[src/rtl/hazard_pool_controller.sv]
// Per-frame liquid-hazard checker: snapshots both player boxes on frame_tick,
// scans one pool slot per clock, and latches deaths after a run of lethal frames.
module hazard_pool_controller #(
  parameter int NUM_POOLS    = 3,
  parameter int IDX_W        = 2,
  parameter int COORD_W      = 16,
  parameter int POOL_W       = 74,
  parameter int POOL_H       = 5,
  parameter int DWELL_FRAMES = 2
) (
  input  logic                      Clk,
  input  logic                      Reset,
  input  logic                      frame_tick,
  input  logic                      clear_deaths,
  input  logic signed [COORD_W-1:0] p1_top,
  input  logic signed [COORD_W-1:0] p1_bottom,
  input  logic signed [COORD_W-1:0] p1_left,
  input  logic signed [COORD_W-1:0] p1_right,
  input  logic signed [COORD_W-1:0] p2_top,
  input  logic signed [COORD_W-1:0] p2_bottom,
  input  logic signed [COORD_W-1:0] p2_left,
  input  logic signed [COORD_W-1:0] p2_right,
  input  logic                      cfg_we,
  input  logic [IDX_W-1:0]          cfg_idx,
  input  logic signed [COORD_W-1:0] cfg_x,
  input  logic signed [COORD_W-1:0] cfg_y,
  input  logic [1:0]                cfg_type,
  input  logic                      cfg_en,
  output logic                      cfg_ready,
  output logic                      player1_dead,
  output logic                      player2_dead,
  output logic [IDX_W-1:0]          p1_cause_idx,
  output logic [IDX_W-1:0]          p2_cause_idx,
  output logic [1:0]                p1_cause_type,
  output logic [1:0]                p2_cause_type,
  output logic                      scan_busy,
  output logic                      frame_done,
  output logic                      overrun
);

  typedef enum logic [1:0] {S_IDLE, S_SCAN, S_EVAL} state_t;
  typedef enum logic [1:0] {LAVA = 2'd0, WATER = 2'd1, GOO = 2'd2, INERT = 2'd3} pool_t;

  localparam int CNT_W = $clog2(DWELL_FRAMES + 1);
  localparam logic [CNT_W-1:0]        DWELL  = CNT_W'(DWELL_FRAMES);
  localparam logic [IDX_W-1:0]        LAST   = IDX_W'(NUM_POOLS - 1);
  localparam logic signed [COORD_W:0] PW_EXT = (COORD_W + 1)'(POOL_W);
  localparam logic signed [COORD_W:0] PH_EXT = (COORD_W + 1)'(POOL_H);

  state_t                    state_q, state_d;
  logic                      pen_q [NUM_POOLS];
  logic signed [COORD_W-1:0] px_q  [NUM_POOLS];
  logic signed [COORD_W-1:0] py_q  [NUM_POOLS];
  pool_t                     pt_q  [NUM_POOLS];

  logic signed [COORD_W-1:0] s1_t_q, s1_b_q, s1_l_q, s1_r_q;
  logic signed [COORD_W-1:0] s2_t_q, s2_b_q, s2_l_q, s2_r_q;
  logic [IDX_W-1:0]          i_q;
  logic                      hit1_q, hit2_q;
  logic [IDX_W-1:0]          hidx1_q, hidx2_q, cidx1_q, cidx2_q;
  pool_t                     htype1_q, htype2_q, ctype1_q, ctype2_q;
  logic [CNT_W-1:0]          cnt1_q, cnt2_q, cnt1_inc, cnt2_inc;
  logic                      dead1_q, dead2_q, fd_q, ovr_q;
  logic                      slot_p1_hit, slot_p2_hit;
  pool_t                     cur_t;

  function automatic logic signed [COORD_W:0] ext(input logic signed [COORD_W-1:0] v);
    return $signed({v[COORD_W-1], v});
  endfunction

  function automatic logic overlap(input logic signed [COORD_W-1:0] l, r, t, b, x, y);
    return (ext(r) > ext(x)) && (ext(l) < ext(x) + PW_EXT) &&
           (ext(b) > ext(y)) && (ext(t) < ext(y) + PH_EXT);
  endfunction

  always_comb begin
    cur_t       = pt_q[i_q];
    slot_p1_hit = pen_q[i_q] && (cur_t == WATER || cur_t == GOO) &&
                  overlap(s1_l_q, s1_r_q, s1_t_q, s1_b_q, px_q[i_q], py_q[i_q]);
    slot_p2_hit = pen_q[i_q] && (cur_t == LAVA || cur_t == GOO) &&
                  overlap(s2_l_q, s2_r_q, s2_t_q, s2_b_q, px_q[i_q], py_q[i_q]);
    cnt1_inc    = (cnt1_q == DWELL) ? cnt1_q : cnt1_q + 1'b1;
    cnt2_inc    = (cnt2_q == DWELL) ? cnt2_q : cnt2_q + 1'b1;
  end

  always_comb begin
    state_d = state_q;
    case (state_q)
      S_IDLE:  if (frame_tick) state_d = S_SCAN;
      S_SCAN:  if (i_q == LAST) state_d = S_EVAL;
      S_EVAL:  state_d = S_IDLE;
      default: state_d = S_IDLE;
    endcase
    if (clear_deaths) state_d = S_IDLE;
  end

  always_ff @(posedge Clk) begin
    if (Reset) state_q <= S_IDLE;
    else       state_q <= state_d;
  end

  always_ff @(posedge Clk) begin
    if (Reset) begin
      for (int unsigned k = 0; k < NUM_POOLS; k++) begin
        pen_q[k] <= 1'b0;
        px_q[k]  <= '0;
        py_q[k]  <= '0;
        pt_q[k]  <= INERT;
      end
      {s1_t_q, s1_b_q, s1_l_q, s1_r_q} <= '0;
      {s2_t_q, s2_b_q, s2_l_q, s2_r_q} <= '0;
      i_q      <= '0;
      hit1_q   <= 1'b0;
      hit2_q   <= 1'b0;
      hidx1_q  <= '0;
      hidx2_q  <= '0;
      htype1_q <= INERT;
      htype2_q <= INERT;
      cidx1_q  <= '0;
      cidx2_q  <= '0;
      ctype1_q <= LAVA;
      ctype2_q <= LAVA;
      cnt1_q   <= '0;
      cnt2_q   <= '0;
      dead1_q  <= 1'b0;
      dead2_q  <= 1'b0;
      fd_q     <= 1'b0;
      ovr_q    <= 1'b0;
    end else begin
      fd_q <= 1'b0;
      if (cfg_we && state_q == S_IDLE && int'(cfg_idx) < NUM_POOLS) begin
        pen_q[cfg_idx] <= cfg_en;
        px_q[cfg_idx]  <= cfg_x;
        py_q[cfg_idx]  <= cfg_y;
        pt_q[cfg_idx]  <= pool_t'(cfg_type);
      end
      if (clear_deaths) begin
        cidx1_q  <= '0;
        cidx2_q  <= '0;
        ctype1_q <= LAVA;
        ctype2_q <= LAVA;
        cnt1_q   <= '0;
        cnt2_q   <= '0;
        dead1_q  <= 1'b0;
        dead2_q  <= 1'b0;
        ovr_q    <= 1'b0;
      end else begin
        if (frame_tick && state_q != S_IDLE) ovr_q <= 1'b1;
        case (state_q)
          S_IDLE: if (frame_tick) begin
            {s1_t_q, s1_b_q, s1_l_q, s1_r_q} <= {p1_top, p1_bottom, p1_left, p1_right};
            {s2_t_q, s2_b_q, s2_l_q, s2_r_q} <= {p2_top, p2_bottom, p2_left, p2_right};
            i_q    <= '0;
            hit1_q <= 1'b0;
            hit2_q <= 1'b0;
          end
          S_SCAN: begin
            i_q <= i_q + 1'b1;
            // Ascending scan: only the first lethal slot is recorded as the cause.
            if (slot_p1_hit && !hit1_q) begin
              hit1_q   <= 1'b1;
              hidx1_q  <= i_q;
              htype1_q <= cur_t;
            end
            if (slot_p2_hit && !hit2_q) begin
              hit2_q   <= 1'b1;
              hidx2_q  <= i_q;
              htype2_q <= cur_t;
            end
          end
          S_EVAL: begin
            fd_q <= 1'b1;
            if (!dead1_q) begin
              if (hit1_q) begin
                cnt1_q <= cnt1_inc;
                if (cnt1_inc == DWELL) begin
                  dead1_q  <= 1'b1;
                  cidx1_q  <= hidx1_q;
                  ctype1_q <= htype1_q;
                end
              end else cnt1_q <= '0;
            end
            if (!dead2_q) begin
              if (hit2_q) begin
                cnt2_q <= cnt2_inc;
                if (cnt2_inc == DWELL) begin
                  dead2_q  <= 1'b1;
                  cidx2_q  <= hidx2_q;
                  ctype2_q <= htype2_q;
                end
              end else cnt2_q <= '0;
            end
          end
          default: ;
        endcase
      end
    end
  end

  assign cfg_ready     = (state_q == S_IDLE);
  assign scan_busy     = (state_q != S_IDLE);
  assign player1_dead  = dead1_q;
  assign player2_dead  = dead2_q;
  assign p1_cause_idx  = cidx1_q;
  assign p2_cause_idx  = cidx2_q;
  assign p1_cause_type = ctype1_q;
  assign p2_cause_type = ctype2_q;
  assign frame_done    = fd_q;
  assign overrun       = ovr_q;

endmodule

[config.mk]
export PLATFORM = sky130hd
export DESIGN_NAME = hazard_pool_controller
export DESIGN_NICKNAME = d
export VERILOG_FILES = /design/src/rtl/hazard_pool_controller.sv
export SDC_FILE = /design/constraint.sdc
export NUM_CORES = 1
export LEC_CHECK = 0
export ABC_AREA = 1
export ABC_CLOCK_PERIOD_IN_PS = 6500
export CAP_MARGIN = 20
export CORE_MARGIN = 2
export CORE_UTILIZATION = 40
export CTS_CLUSTER_DIAMETER = 150
export DETAILED_ROUTE_END_ITERATION = 7
export PLACE_DENSITY = 0.63
export REMOVE_ABC_BUFFERS = 1
export SYNTH_ARGS = -nofsm -noshare
export SYNTH_HDL_FRONTEND = slang
export SYNTH_SLANG_ARGS = --single-unit
[constraint.sdc]
create_clock -name Clk -period 6.5 [get_ports Clk]
set_input_delay 0.975 -clock Clk [delete_from_list [all_inputs] [get_ports Clk]]
set_output_delay 0.975 -clock Clk [all_outputs]
set_load 0.005 [all_outputs]
==> run summary <==
Distinct cell type count after synthesis: 54
Worst-Margin Slew: 1.082 ns
Hold Path Stages: 2
Outcome: finished clean
FMAX: 206.6 MHz
Seq/Total Area, Yosys: 48.49%
Hold path endpoint: cnt1_q[1]
Post-synthesis instance total: 1794
Setup tns final: 0 ns
Initial antenna violation count: 0
Rel. slew slack: 27.12%
Vias in the first global route: 12146
CP max-delay cell: inv_2
First-pass DRT Iterations: 5
WL/cell: 16.12 microns
CTS Root Buffer Type: clkbuf_16
Fin crit period: 4.841 ns
Clock transition at path regs: 0.06 ns
Top cells by area, synth: edfxtp_1 28%, dfxtp_1 21%, ha_1 10%
Syn avg cell area: 8.514 sq um
Crit path buffers/inverters: 5
Final-report hold violation count: 0
RSZ-0062 raised after global routing: false
Total CTS buffers: 35
Yosys synthesis warning count: 0
Nets: 2285
Delay-heaviest family, CP: simple AND/OR/NAND/NOR gates
Clock network fraction of design power: 39.3%
Clock skew after layout: 0.01168 ns
CTS resizes: 0
Worst-Skew Late Latency: 0.51 ns
FFs w/ async S/R, synth: 0%
Crit. End Element: register
Diode count: 0
First-pass GRT wire length: 63.30 mm
Setup Buffers After CTS: 0
Final instance area: 18700 sq um
Setup slack, reg-to-reg: 1.66 ns
GRT Total Usage: 20.34%
Dominant cell type by area after synthesis: edfxtp_1
Worst flop-to-flop path endpoint: htype1_q[1]
Endpoints failing setup: 0
CORE AREA: 37670 sq um
Power density over the cells: 261.8 nW/um^2
Hold buffer count at cts: 0
Grt ovf: 0
Post-synth EDFFs: 140
Final WL: 40.70 mm
Synthesis-stage register bit count: 300
Clock buffer depth: 3
Num rows: 71
CP max stage delay: 0.45 ns
Seq pwr share: 43.8%
Chip height: 199.4 microns
Share of cells above drive strength 1: 5.760%
Critical path's most frequent cell: nand3_1
MaxCap Viol Count: 0
Tcrit/Tclk final: 74.47%
Count leader, synth: nor2_1
Pins over their slew limit: 0
CTS tree: built
H-tree depth: 2
Data required, critical path: 6.89 ns
Vias: 12479
Area grow syn2layout: 22.44%
CP Class: register to register
Residual DRC count: 0
P_int: 3.558 mW
Hold_sp: cnt1_q[1]
Initial DRC count: 710
Post-route setup slack: 1.659 ns
Switching power: 1.338 mW
Worst vdd ir: 0.1620 mV
Commonest cells in the netlist: 413 x nor2_1, 271 x nand2_1, 161 x o21ai_0
Post-DR vias/cell: 4.942
Post-DP Area: 17550 sq um
DIE AREA: 39770 sq um
Critical Path Start Type: register
Initial Utilization: 40.55%
Worst Path Arrival: 5.23 ns
IO Pins: 184
HP Class: register to register
Die extent in x: 199.4 microns
Leakage: 8.138 nW
Mapped cell area: 15270 sq um
Clock Sinks: 300
Comb pwr share: 16.9%
Crit-path max FO: 31
RD Place Congestion: 0.8684
DRT antenna net count: 0
Post-DP HPWL: 29.39 mm
DP Worst Slack: 1.675 ns
Switching Share: 27.33%
Buffers on Ports: 183
Leading register cell type out of synthesis: dfxtp_1
Area share of the largest cell type after synthesis: 27.52%
Worst reg-to-reg path cell count: 26
Largest net degree at the start of global routing: 139
-- sequential cells by signal (all words and copies together), names as in the netlist, 4 cells and up, named ones only --
register	count
s1_r_q	16
s1_l_q	16
px_q	64
s2_b_q	16
pen_q	4
py_q	64
s2_t_q	16
pt_q	8
s1_t_q	16
s1_b_q	16
s2_r_q	16
s2_l_q	16
-- layout by cell type (no fill, tap or decap), types with 3 or more instances in the layout --
master           instances
nor2_1                 412
nand2_1                271
clkdlybuf4s50_1        183
o21ai_0                161
dfxtp_1                159
edfxtp_1               140
inv_1                  133
ha_1                   127
a21oi_1                 91
nand3_1                 66
clkbuf_16               36
conb_1                  35
nand4_1                 18
xor2_1                  18
nor3_1                  13
buf_4                   13
inv_2                    9
a32oi_1                  9
clkinv_2                 8
nand2_2                  8
a211oi_1                 8
clkbuf_1                 8
o22ai_1                  7
clkinv_1                 5
nor2_2                   5
xnor2_1                  5
o21bai_1                 5
o21ai_1                  5
o211ai_1                 5
nand3_2                  4
clkbuf_8                 4
a32oi_2                  3
o21ai_2                  3
-- layout make-up --
| class | count | area (sq um) |
|---|---|---|
| flip-flops and latches | 300 | 7408 |
| multi-input cells | 1306 | 7002 |
| clock inverters | 15 | 143.9 |
| inverters | 148 | 566.8 |
| clock buffers | 48 | 985.9 |
| well taps | 511 | 639.4 |
| fillers | 3604 | 18960 |
| repair buffers | 197 | 1957 |
-- how the worst max path moves through the flow --
stage,depth (start not counted),startpoint,slack (ns),endpoint
6_report,26,register,1.66,htype1_q[1]
3_3_place_gp,23,register,1.88,htype1_q[1]
2_1_floorplan,5,frame_tick,-0.80,s1_b_q[0]
4_1_cts,26,register,1.65,htype1_q[1]
5_1_grt,29,register,1.22,hidx2_q[1]
3_5_place_dp,23,register,1.68,htype1_q[1]
-- power groups by stage --
| stage | Combinational (mW) | Sequential [mW] | Clock, mW |
|---|---|---|---|
| 6_report | 0.826 | 2.14 | 1.93 |
| 5_1_grt | 0.942 | 2.15 | 2.04 |
| 4_1_cts | 0.827 | 2.14 | 1.96 |
| 3_5_place_dp | 0.820 | 2.18 | 0 |
| 3_3_place_gp | 0.797 | 2.18 | 0 |
| 2_1_floorplan | 0.516 | 2.16 | 0 |
-- worst register-to-register path: cells and delay by family (launching register included) --
family                     cells  cell delay (ns)
xor gates and xnor gates       1             0.16
DFF                            1             0.30
and+or+nand+nor               13             2.01
adders and majority gates      2             0.46
buffers and inverters          5             0.91
AOI/OAI and AO/OA              5             0.87
-- through the flow --
stage	hold slack, ns	util, %	total power, mW	instances
global placement	0.4526	46.58	2.979	2461
finish	0.4658	49.65	4.896	2525
CTS	0.4662	49.58	4.932	2524
floorplan	0.4191	-	2.681	1754
global route	0.4870	49.65	5.133	2525
detailed placement	0.4585	46.58	3.002	2461
-- layer usage --
| metal | track usage, % | up-vias | part of all wire (%) |
|---|---|---|---|
| met5 | 0 | - | 0 |
| met4 | 5.487 | 0 | 2.3 |
| met3 | 2.717 | 60 | 5.7 |
| met2 | 33.55 | 328 | 45 |
| met1 | 28.11 | 5744 | 47 |
| li1 | - | 6347 | - |
-- logic make-up (layout without fill, tap and decap cells) --
family | after synthesis | count (layout) | share of synthesized area, %
AND/OR/NAND/NOR | 810 | 810 | 21.74
AO/OA/AOI/OAI | 310 | 310 | 11.40
flip-flops | 300 | 300 | 48.49
buffers and inverters | 222 | 408 | 6.553
adder cells (fa/ha/maj) | 127 | 127 | 10.40
XOR/XNOR | 23 | 23 | 1.319
other | 1 | 35 | 0.02455
multiplexers | 1 | 1 | 0.06553
Note: power is estimated with default switching activity, not from simulation.
